**config.mk**
```make
export PLATFORM = sky130hd
export DESIGN_NAME = dma_register_bank
export DESIGN_NICKNAME = d
export VERILOG_FILES = /design/src/rtl/dma_register_bank.sv
export SDC_FILE = /design/constraint.sdc
export NUM_CORES = 1
export LEC_CHECK = 0
export CORE_MARGIN = 1
export CORE_UTILIZATION = 41
export CTS_CLUSTER_SIZE = 10
export DETAILED_ROUTE_END_ITERATION = 7
export GPL_ROUTABILITY_DRIVEN = 0
export PLACE_DENSITY = 0.78
export REMOVE_ABC_BUFFERS = 1
export SLEW_MARGIN = 15
export SYNTH_ARGS = -nofsm -noshare
export SYNTH_HDL_FRONTEND = slang
export SYNTH_SLANG_ARGS = --single-unit
```
**constraint.sdc**
```tcl
create_clock -name CLK -period 2.3 [get_ports CLK]
set_input_delay 0.46 -clock CLK [delete_from_list [all_inputs] [get_ports CLK]]
set_output_delay 0.46 -clock CLK [all_outputs]
set_load 0.01 [all_outputs]
```
**src/rtl/dma_register_bank.sv**
```systemverilog
// Host-visible DMA control registers (block size/count, transfer mode, command,
// present state, block gap control) plus the transfer state machine that drives them.
module dma_register_bank #(
  parameter int          ADDR_W       = 8,
  parameter int          BLK_CNT_W    = 16,
  parameter logic [11:0] BLK_SIZE_RST = 12'h200
) (
  input  logic              CLK,
  input  logic              RESET_N,
  input  logic              Wr_En,
  input  logic              Rd_En,
  input  logic [ADDR_W-1:0] Addr,
  input  logic [15:0]       Wr_Data,
  input  logic [1:0]        Byte_En,
  output logic [15:0]       Rd_Data,
  output logic              Rd_Valid,
  input  logic              Block_Done,
  output logic [15:0]       Block_Size,
  output logic [15:0]       Block_Count,
  output logic [15:0]       Transfer_Mode,
  output logic [15:0]       Command,
  output logic [31:0]       Present_State,
  output logic [7:0]        Block_Gap_Control,
  output logic              Cmd_Issue,
  output logic              Cmd_Rejected,
  output logic              Transfer_Complete,
  output logic              Block_Gap_Event,
  output logic [1:0]        dbg_state
);

  // Host port: a write is taken on every rising edge with Wr_En=1 (no stall);
  // Rd_En at edge N yields Rd_Valid=1 and Rd_Data from pre-edge register contents
  // after edge N. There is no ready/back-pressure on either strobe.

  typedef enum logic [1:0] {
    ST_IDLE = 2'd0,
    ST_WR   = 2'd1,
    ST_RD   = 2'd2,
    ST_GAP  = 2'd3
  } xfer_state_t;

  localparam logic [ADDR_W-1:0] OFF_BS  = ADDR_W'('h04);
  localparam logic [ADDR_W-1:0] OFF_BC  = ADDR_W'('h06);
  localparam logic [ADDR_W-1:0] OFF_TM  = ADDR_W'('h0C);
  localparam logic [ADDR_W-1:0] OFF_CMD = ADDR_W'('h0E);
  localparam logic [ADDR_W-1:0] OFF_PSL = ADDR_W'('h24);
  localparam logic [ADDR_W-1:0] OFF_PSH = ADDR_W'('h26);
  localparam logic [ADDR_W-1:0] OFF_BGC = ADDR_W'('h2A);

  xfer_state_t           state_q, state_d;
  logic                  gap_dir_q, gap_dir_d;
  logic [11:0]           blk_size_q;
  logic [BLK_CNT_W-1:0]  blk_cnt_q;
  logic [15:0]           tm_q;
  logic [15:0]           cmd_q;
  logic                  bgc_stop_q;
  logic                  bgc_cont_q;

  logic                  sel_bs, sel_bc, sel_tm, sel_cmd, sel_psl, sel_psh, sel_bgc;
  logic                  active;
  logic                  done_hit, cnt_dec, xfer_end, gap_hit;
  logic                  wr_cmd, cmd_ok, cmd_rej, cmd_start;
  logic                  bgc_new0, resume;
  logic [15:0]           cmd_new;
  logic [15:0]           cnt_merged;
  logic [15:0]           tm_merged;
  logic [11:0]           bs_new;
  logic [31:0]           ps_word;
  logic [15:0]           rd_word;

  // Addr[0] is masked out of the comparison so odd byte addresses alias the word.
  function automatic logic addr_hit(input logic [ADDR_W-1:0] a, input logic [ADDR_W-1:0] off);
    return ((a ^ off) & ~ADDR_W'(1)) == '0;
  endfunction

  function automatic logic [15:0] merge16(input logic [15:0] cur, input logic [15:0] wd,
                                          input logic [1:0] be);
    return {be[1] ? wd[15:8] : cur[15:8], be[0] ? wd[7:0] : cur[7:0]};
  endfunction

  assign sel_bs  = addr_hit(Addr, OFF_BS);
  assign sel_bc  = addr_hit(Addr, OFF_BC);
  assign sel_tm  = addr_hit(Addr, OFF_TM);
  assign sel_cmd = addr_hit(Addr, OFF_CMD);
  assign sel_psl = addr_hit(Addr, OFF_PSL);
  assign sel_psh = addr_hit(Addr, OFF_PSH);
  assign sel_bgc = addr_hit(Addr, OFF_BGC);

  assign active     = (state_q == ST_WR) || (state_q == ST_RD);
  assign cmd_new    = merge16(cmd_q, Wr_Data, Byte_En);
  assign cnt_merged = merge16(16'(blk_cnt_q), Wr_Data, Byte_En);
  assign tm_merged  = merge16(tm_q, Wr_Data, Byte_En) & 16'h0033;
  assign bs_new     = {Byte_En[1] ? Wr_Data[11:8] : blk_size_q[11:8],
                       Byte_En[0] ? Wr_Data[7:0]  : blk_size_q[7:0]};

  // Block_Done is resolved first; the Command decision uses the pre-cycle Active.
  assign done_hit  = Block_Done && active;
  assign cnt_dec   = done_hit && tm_q[1] && (blk_cnt_q != '0);
  assign xfer_end  = done_hit && (!tm_q[5] || (tm_q[1] && (blk_cnt_q == BLK_CNT_W'(1))));
  assign gap_hit   = done_hit && !xfer_end && bgc_stop_q;
  assign wr_cmd    = Wr_En && sel_cmd;
  assign cmd_ok    = wr_cmd && !active;
  assign cmd_rej   = wr_cmd && active;
  assign cmd_start = cmd_ok && cmd_new[5];

  // Continue-request is honoured only from a gap stop with stop-at-gap cleared by the same write.
  assign bgc_new0 = Byte_En[0] ? Wr_Data[0] : bgc_stop_q;
  assign resume   = Wr_En && sel_bgc && Byte_En[0] && Wr_Data[1] &&
                    (state_q == ST_GAP) && !bgc_new0;

  always_comb begin
    state_d   = state_q;
    gap_dir_d = gap_dir_q;
    case (state_q)
      ST_WR, ST_RD: begin
        if (xfer_end) begin
          state_d = ST_IDLE;
        end else if (gap_hit) begin
          state_d   = ST_GAP;
          gap_dir_d = (state_q == ST_RD);
        end
      end
      ST_IDLE: begin
        if (cmd_start) state_d = tm_q[4] ? ST_RD : ST_WR;
      end
      ST_GAP: begin
        if (cmd_start) begin
          state_d = tm_q[4] ? ST_RD : ST_WR;
        end else if (resume) begin
          state_d = gap_dir_q ? ST_RD : ST_WR;
        end
      end
      default: state_d = ST_IDLE;
    endcase
  end

  always_ff @(posedge CLK) begin
    if (!RESET_N) begin
      state_q   <= ST_IDLE;
      gap_dir_q <= 1'b0;
    end else begin
      state_q   <= state_d;
      gap_dir_q <= gap_dir_d;
    end
  end

  assign ps_word = {22'b0, (state_q == ST_RD), (state_q == ST_WR), 8'b0};

  always_comb begin
    rd_word = '0;
    if (sel_bs)       rd_word = {4'b0, blk_size_q};
    else if (sel_bc)  rd_word = 16'(blk_cnt_q);
    else if (sel_tm)  rd_word = tm_q;
    else if (sel_cmd) rd_word = cmd_q;
    else if (sel_psl) rd_word = ps_word[15:0];
    else if (sel_psh) rd_word = ps_word[31:16];
    else if (sel_bgc) rd_word = {14'b0, bgc_cont_q, bgc_stop_q};
  end

  always_ff @(posedge CLK) begin
    if (!RESET_N) begin
      blk_size_q        <= BLK_SIZE_RST;
      blk_cnt_q         <= '0;
      tm_q              <= '0;
      cmd_q             <= '0;
      bgc_stop_q        <= 1'b0;
      bgc_cont_q        <= 1'b0;
      Rd_Data           <= '0;
      Rd_Valid          <= 1'b0;
      Cmd_Issue         <= 1'b0;
      Cmd_Rejected      <= 1'b0;
      Transfer_Complete <= 1'b0;
      Block_Gap_Event   <= 1'b0;
    end else begin
      Rd_Valid <= Rd_En;
      if (Rd_En) Rd_Data <= rd_word;

      if (Wr_En && sel_bs && !active) blk_size_q <= bs_new;
      if (Wr_En && sel_bc && !active) begin
        blk_cnt_q <= cnt_merged[BLK_CNT_W-1:0];
      end else if (cnt_dec) begin
        blk_cnt_q <= blk_cnt_q - BLK_CNT_W'(1);
      end
      if (Wr_En && sel_tm && !active) tm_q <= tm_merged;
      if (cmd_ok) cmd_q <= cmd_new;
      if (Wr_En && sel_bgc) bgc_stop_q <= bgc_new0;
      bgc_cont_q <= resume;

      Cmd_Issue         <= cmd_ok;
      Cmd_Rejected      <= cmd_rej;
      Transfer_Complete <= xfer_end;
      Block_Gap_Event   <= gap_hit;
    end
  end

  assign Block_Size        = {4'b0, blk_size_q};
  assign Block_Count       = 16'(blk_cnt_q);
  assign Transfer_Mode     = tm_q;
  assign Command           = cmd_q;
  assign Present_State     = ps_word;
  assign Block_Gap_Control = {6'b0, bgc_cont_q, bgc_stop_q};
  assign dbg_state         = state_q;

endmodule
```
* Word-level counts from Yosys, hierarchy flattened
Cells that the tools add are included.
** Cells by class
- Equal/unequal tests :: 9
- Bitwise operators :: 8
- Multiplexer cells :: 21
- Reduce and logical (&&, ||, !) cells :: 48
- Add/subtract/negate cells :: 1
** Operators by type and width (count)
- 16-bit two-way mux :: 6
- 8-bit zero test :: 7
- 1-bit logical AND :: 22
- 2-bit two-way mux :: 9
- 16-bit by 1-bit equality test with 1-bit output, second input constant :: 1
- 8-bit two-way mux :: 2
- 16-bit nonzero test :: 1
- 16-bit by 1-bit subtractor with 16-bit output, second input constant :: 1
- 2-bit AND reduction :: 7
- 10-bit two-way mux :: 1
- 3-bit NOT :: 3
- 6-bit two-way mux :: 1
- 2-bit != test, second input constant :: 3
- 3-bit != test, second input constant :: 2
- 2-bit NOT :: 3
- 2-bit one-hot mux with 3 select lines :: 1
- 3-bit AND reduction :: 2
- 2-bit equality test, second input constant :: 2
- 1-bit zero test :: 4
- 2-bit by 1-bit equality test with 1-bit output, second input constant :: 1
- 2-bit zero test :: 1
- 1-bit logical OR :: 2
- 1-bit NOT :: 2
- 2-bit nonzero test :: 1
- 2 further kinds :: 2
** Storage, ports and cells
- Word-level logic and storage cells :: 105
- Output and inout port bits :: 127
- Register bits :: 74

* Logic depth before layout (Yosys ltp)
Gate-level depths: netlist of the first run.
- Depth after elaboration :: 10
- Gate-level depth with buffers :: 10
- Mapped depth without buffers :: 7

* Worst setup path before layout of the first run
Ideal clock, no wire load.
- Path type :: flip-flop to flip-flop
- Start :: reg state_q[0], in the netlist dbg_state[0]
- End :: reg blk_cnt_q[14], in the netlist Block_Count[14]
- Stages on the path, launching flop included :: 11
- Setup time :: 0.126 ns
- Arrival time :: 2.300 ns
- Path slack :: -0.126 ns
- Cells stage by stage :: dfxtp_1 > inv_1 > ha_1 > clkbuf_1 > nor3b_1 > and4b_1 > buf_2 > buf_1 > a31oi_1 > o211ai_1 > nand3_1
** Between the ends
- Cells in the longest elaborated chain, start to end :: 7
** Ends and longest elaborated chain
- start, declared :: RTL line 50 : xfer_state_t state_q, state_d;
- start signal, assigned :: RTL line 142 : state_q <= state_d;
- 2-bit by 1-bit equality test with 1-bit output or 2-bit equality test (tied branches) :: RTL line 89 : assign active = (state_q == ST_WR) || (state_q == ST_RD);
- 1-bit logical OR * :: RTL line 89
- 1-bit logical AND :: RTL line 97 : assign done_hit = Block_Done && active;
- 1-bit logical AND (2 in series) :: RTL line 98 : assign cnt_dec = done_hit && tm_q[1] && (blk_cnt_q != '0);
- 2-bit nonzero test (no line)
- 2-bit AND reduction (no line)
- end signal, assigned :: RTL line 180 : blk_cnt_q <= cnt_merged[BLK_CNT_W-1:0];
- end signal, assigned :: RTL line 182 : blk_cnt_q <= blk_cnt_q - BLK_CNT_W'(1);
- end, declared :: RTL line 53 : logic [BLK_CNT_W-1:0] blk_cnt_q;
Mark *: on every way between the ends. The rest lies on a longest branch, timed or not.
A chain may end at the register's enable or synchronous reset.

* Worst setup path after layout of the first run
- Start :: reg blk_cnt_q[8], in the netlist Block_Count[8]
- End :: reg state_q[0], in the netlist dbg_state[0]
** Between the ends
- Cells in the longest elaborated chain, start to end :: 9
** Ends and longest elaborated chain
- 16-bit by 1-bit equality test with 1-bit output * :: RTL line 99 : assign xfer_end = done_hit && (!tm_q[5] || (tm_q[1] && (blk_cnt_q == BLK_CNT_W'(1))));
- 1-bit logical AND * :: RTL line 99
- 1-bit logical OR * :: RTL line 99
- 1-bit logical AND * :: RTL line 99
- 1-bit zero test :: RTL line 100 : assign gap_hit = done_hit && !xfer_end && bgc_stop_q;
- 1-bit logical AND (2 in series) :: RTL line 100
- 3-bit != test (no line)
- 3-bit AND reduction (no line)
Marks and branches as above.

==> results of run 1 <==
## kinds of logic (layout without fill, tap and decap cells)
group                      after synthesis  after routing
muxes                                   45             45
other                                    1             52
and+or+nand+nor                        173            173
DFF                                     74             74
AOI/OAI and AO/OA                      107            107
buffers and inverters                   94            210
xor gates and xnor gates                 1              1
adders and majority gates                7              7
## cells in the mapped netlist, types with 5 or more instances
cell	n
dfxtp_1	74
nor2_1	58
buf_4	54
mux2i_1	34
a21oi_1	33
nand2_1	29
nand3_1	21
clkbuf_1	20
a21o_1	13
inv_1	10
nor3_1	10
mux2_2	9
o21ai_1	9
o21ai_0	8
ha_1	7
a22oi_1	6
a2bb2oi_1	6
a31oi_1	6
nor4_1	6
buf_2	5
nand4b_1	5
## how the worst min path moves through the flow
stage / start / slack [ps] / end
3_3_place_gp: Rd_Data[9] / 460 / Rd_Data[9]
6_report: Rd_Data[15] / 460 / Rd_Data[15]
3_5_place_dp: Rd_Data[15] / 460 / Rd_Data[15]
2_1_floorplan: gap_dir_q / 460 / gap_dir_q
5_1_grt: Rd_Data[9] / 500 / Rd_Data[9]
4_1_cts: Rd_Data[15] / 470 / Rd_Data[15]
## worst min-delay path, delay by kind of cell, from the launching register on
family / cells / cell delay, ps
DFF: 1 / 310
and+or+nand+nor: 1 / 60
AOI/OAI and AO/OA: 1 / 50
## layout make-up
cell class / instances / area, um^2 / share of cell area [%]
clock buffers: 13 / 158.9 / 2.599
inverters: 10 / 37.54 / 0.6139
multi-input cells: 385 / 2529 / 41.35
flip-flops and latches: 74 / 1486 / 24.31
well taps: 133 / 166.4 / 2.722
repair buffers: 187 / 1737 / 28.40
## metrics by stage
step           setup TNS (ps)  setup WS [ps]  util, %
5_1_grt                -68.78         -19.25    61.43
6_report                    0          40.95    61.43
4_1_cts                     0          2.337    60.60
3_5_place_dp           -20410         -502.2    58.26
2_1_floorplan           -4873         -352.9        -
3_3_place_gp           -15800         -373.0    58.26
## state kept, by name, summed over array words and instances, names as in the netlist
signal and cells:
Block_Count 16, Command 16, Rd_Data 16, blk_size_q 12, Transfer_Mode 4, dbg_state 2, Block_Gap_Event 1, Cmd_Issue 1
Cmd_Rejected 1, Rd_Valid 1, Transfer_Complete 1, bgc_cont_q 1, bgc_stop_q 1, gap_dir_q 1
## per-layer routing
metal,global-route usage (%),vias up
li1,-,2030
met1,30.71,2045
met2,39.50,213
met3,3.258,25
met4,7.755,0
met5,0,-
## timing repair
action,CTS,global route
resized for setup,12,25
setup buffers,3,1
endpoints found under the setup margin,25,36
endpoints found under the hold margin,0,0
pin swaps,3,9
## power breakdown
group	total, mW	internal, mW	switching (mW)	leakage (nW)
sequential	1.30	1.30	0.00777	0.598
clock	0.881	0.435	0.446	0.0815
combinational	0.538	0.245	0.293	1.84
total	2.72	1.98	0.747	2.52
==> impl_metrics.toml, run 1 <==
[outcome]
run_status = "finished, final reports clean"

[routing]
wirelength_met1_mm = 5.704
ant_nets = 0
met3RoutedLength_um = 883
wl_met2_mm = 6.456
first_pass_iters = 5
via_per_inst = 5.378
drt_iter0_drc = 263
drc = 0
wire_per_inst_um = 16.55
via_count = 4313
top_layer_used = "met4"
drt_wl_total_mm = 13.28

[cts]
cts_made_buffers = 9
cts_hold_buf = 0
cts_tree = "done"
insertion_delay_ps = 340
clkTransAtPathRegs_ps = 70
cts_buffer_depth = 2
cts.sinks = 74
cts_root_buf = "clkbuf_8"
h-tree-depth = 3

[critical_path]
setup.worst_path.class = "reg2reg"
crit_fanout = 3
timing.rr.end = "dbg_state[0]"
crit_family = "compound AO/OA/AOI/OAI gates"
cp_num_buf_inv = 2
rr_worst_depth = 7
path_cells = "or4_4 > buf_4 > o41ai_4 > buf_4 > nor3b_2 > o311a_1 > a41o_1"
cp.required_ps = 2530
setup.worst_path.start = "Block_Count[8]"
crit_end = "dbg_state[0]"
critPathArrivalTime_ps = 2490
slowest_stage = "or4_4"
path_common_cell = "buf_4"
start_kind = "flip-flop"
path_depth = 7
cp-end-kind = "flip-flop"
regToRegSetupSlack_ps = 40
r2r-start = "Block_Count[8]"
max_stage_delay_ps = 560

[synth]
synth_compound_area_share_pct = 17.24
ys_ff_latch = 74
ys_warn_count = 0
synthTopCellsByArea = "dfxtp_1 (35%), buf_4 (9.5%), mux2i_1 (7.9%)"
synthFlopType = "dfxtp_1"
synth_fa_ha_area_share_pct = 2.042
async_flop_share_pct = 0
synth-xor-area-share_pct = 0.2042
synth_top_family_by_area = "simple AND/OR/NAND/NOR gates"
synth_top_area_share_pct = 34.54
yosysTopAreaCell = "dfxtp_1"
synth-edff-count = 0
avgSynthCellArea_um2 = 8.544
yosysUniqueCellTypes = 61
synth-simple-area-share_pct = 21.09
synth_cells = 502
seq_area_frac_synth_pct = 34.54
synthMuxAreaShare_pct = 11.35
netlist_area_um2 = 4289

[cells_and_area]
stdcell_area_um2 = 6115
syn2layout_area_growth_pct = 42.56
final_common_cell = "clkdlybuf4s50_1"
antenna_cells = 0
fin_cells = 802
drive_gt1_share_pct = 21.52
final_net_count = 705
fillers = 847
final_cell_mix = "clkdlybuf4s50_1 (101), buf_4 (75), dfxtp_1 (72)"

[sta]
fmaxAchievable_mhz = 442.7
skew_ps = 5.064
post-route-min-period_ps = 2259
holdWs_ps = 464.4
fin_crit_sh_pct = 98.22
hold_viol = 0
maxSlewViolCount = 0
setup-violations-final = 0

[global_route]
grt_pass1_vias = 4043
grt_overflow = 0
antenna_found_initial = 0
grt_usage_pct = 23.48
grt_max_degree = 26
grt_pass1_wl_mm = 20.53

[floorplanning]
die_x_um = 104.3
rows = 36
dieArea_um2 = 10870
ios = 158
initial_core_util_pct = 43.09
coreArea_um2 = 9955
die-height_um = 104.3

[placed_design]
dp_hpwl_mm = 9.808
placed_area_um2 = 5799
dp.cells = 786
port_buffers = 104

[power_and_ir_drop]
power.total_mw = 2.723
leakagePower_nw = 2.521
power_density_nw_per_um2 = 445.2
ir_drop_uv = 277.1

[worst_hold_path]
hold_class = "reg2reg"
hold_path_depth = 2

[job]
maxCapViolCount = 0
Note: power is estimated with default switching activity, not from simulation.
==> run 2, diff against run 1 <==
--- a/config.mk
+++ b/config.mk
@@ -5,12 +5,14 @@
 export SDC_FILE = /design/constraint.sdc
 export NUM_CORES = 1
 export LEC_CHECK = 0
-export CORE_MARGIN = 1
-export CORE_UTILIZATION = 41
+export CELL_PAD_IN_SITES_DETAIL_PLACEMENT = 1
+export CELL_PAD_IN_SITES_GLOBAL_PLACEMENT = 1
+export CORE_MARGIN = 2
+export CORE_UTILIZATION = 29
 export CTS_CLUSTER_SIZE = 10
 export DETAILED_ROUTE_END_ITERATION = 7
 export GPL_ROUTABILITY_DRIVEN = 0
-export PLACE_DENSITY = 0.78
+export PLACE_DENSITY_LB_ADDON = 0.1
 export REMOVE_ABC_BUFFERS = 1
 export SLEW_MARGIN = 15
 export SYNTH_ARGS = -nofsm -noshare
==> run 2 against run 1 <==
  * Cell area grew 5.0%
  * Highest routed layer unchanged
  * Clock power increased by 62%
  * Maximum frequency is 2.7% lower
  * Critical endpoint unchanged
  * Sequential power barely moved
  * Global-route usage shrank 4.1 points
  * Non-clock buffer count rose by 10
  * The run now ends with negative setup slack left
  * Register-to-register slack worse by 40 ps
  * Total power is 22% higher
  * Clock skew rose by 4.4 ps
  * Combinational power increased by 9.9%
  * Flip-flop and latch count is the same
  * Largest cell class unchanged
==> impl_metrics.toml, run 2 (synthesis gave the netlist of run 1 again) <==
[floorplanning]
dieArea_um2 = 15780
rows = 44
coreArea_um2 = 14480
ios = 158
initial_core_util_pct = 29.62
die-height_um = 125.6
die_x_um = 125.6

[global_route]
grtUsageMet3_pct = 3.993
use_met1_pct = 25.76
grtUsageMet2_pct = 31.80
antenna_found_initial = 0
grt_pass1_vias = 4420
grt_pass1_wl_mm = 24.09
grt_overflow = 0
grt_max_degree = 66
grt_usage_pct = 19.36
grt-busiest-layer = "met2"

[sta]
rsz0062_at_grt = "true"
maxSlewViolCount = 0
holdWs_ps = 466.3
setup-violations-final = 1
setup_ws_ps = -20.71
fmaxAchievable_mhz = 430.9
post-route-min-period_ps = 2321
finalSetupTns_ps = -20.71
worst_slew_pin_slew_ps = 543.5
slew_headroom_pct = 62.73
fin_crit_sh_pct = 100.9
hold_viol = 0
skew_ps = 9.460

[cts]
h-tree-depth = 3
cts_made_buffers = 9
clkTransAtPathRegs_ps = 60
cts_buffer_depth = 2
insertion_delay_ps = 350
cts_hold_buf = 0
cts_tree = "done"
cts.sinks = 74
cts_root_buf = "clkbuf_16"

[routing]
drt_wl_total_mm = 15.54
via_count = 4278
drt_iter0_drc = 197
drc = 0
first_pass_iters = 4
wire_per_inst_um = 17.94
ant_nets = 0
via_per_inst = 4.940

[power_and_ir_drop]
power.total_mw = 3.323
power_density_nw_per_um2 = 517.9
leakagePower_nw = 2.609
ir_drop_uv = 299.0

[critical_path]
max_stage_delay_ps = 610
slowest_stage = "or4b_4"
path_cells = "clkdlybuf4s50_1 > or4b_4 > or4_4 > a31oi_1 > o21ai_0 > a41o_1"
cp.required_ps = 2550
cp-end-kind = "flip-flop"
crit_fanout = 4
start_kind = "input pin"
critPathArrivalTime_ps = 2570
setup.worst_path.class = "in2reg"

[worst_hold_path]
hold_class = "reg2reg"

[placed_design]
port_buffers = 104
dp.cells = 839
dp_hpwl_mm = 11.54
placed_area_um2 = 5866
post-place-ws_ps = -427.5

[outcome]
run_status = "finished, violations left"
violations = "negative setup slack"

[cells_and_area]
final_net_count = 715
final_cell_mix = "clkdlybuf4s50_1 (104), buf_4 (86), dfxtp_1 (72)"
stdcell_area_um2 = 6417
post-route-util_pct = 44.32
syn2layout_area_growth_pct = 49.62
fin_cells = 866
drive_gt1_share_pct = 24.05
antenna_cells = 0
final_common_cell = "clkdlybuf4s50_1"

[job]
maxCapViolCount = 0
## run 2: changes by cell type in the layout (fill, tap and decap cells not counted), moves of 2 or more
cell,change
buf_4,+11
clkbuf_16,+9
mux2i_1,-2
clkbuf_8,-10
ha_4,+2
ha_2,-2
clkdlybuf4s50_1,+3
nor2_2,-2
nor2_1,+2
dlymetal6s2s_1,-3
clkinv_2,+3
mux2i_2,+2
## run 2: layout make-up
type	count	area, um^2
Tap cell	184	230.2
Multi-Input combinational cell	385	2575
Fill cell	1696	8061
Clock inverter	5	53.80
Clock buffer	11	242.7
Sequential cell	74	1486
Inverter	10	37.54
Timing Repair Buffer	197	1792
## run 2: timing repair
item,CTS,global route
endpoints found under the setup margin,14,43
setup buffers,0,10
gates cloned,0,1
gates resized for setup,7,36
pin swaps,0,12
## run 2: power by group
part	total, mW	switching, mW	internal [mW]
registers	1.31	0.00869	1.30
clock network	1.43	0.561	0.866
logic	0.591	0.309	0.282
## run 2: worst paths after layout
kind | end | slack, ps | cells after the start | from
worst max-delay path | dbg_state[0] | -20 | 6 | Addr[6]
worst min-delay path | Rd_Data[5] | 470 | 2 | Rd_Data[5]
worst max register to register | dbg_state[0] | 0 | 9 | Block_Count[1]
worst min register to register | Rd_Data[5] | 470 | 2 | Rd_Data[5]
## run 2: per-layer routing
layer | up-vias | part of all wire [%]
met3 | 16 | 4.6
li1 | 2043 | -
met2 | 116 | 48
met4 | 0 | 1.4
met5 | - | 0
met1 | 2103 | 46
## run 2: worst max-delay path, delay by kind of cell
| family | cells | cell delay (ps) |
|---|---|---|
| AND/OR/NAND/NOR | 2 | 1150 |
| AO/OA/AOI/OAI | 3 | 530 |
| buffers and inverters | 1 | 430 |
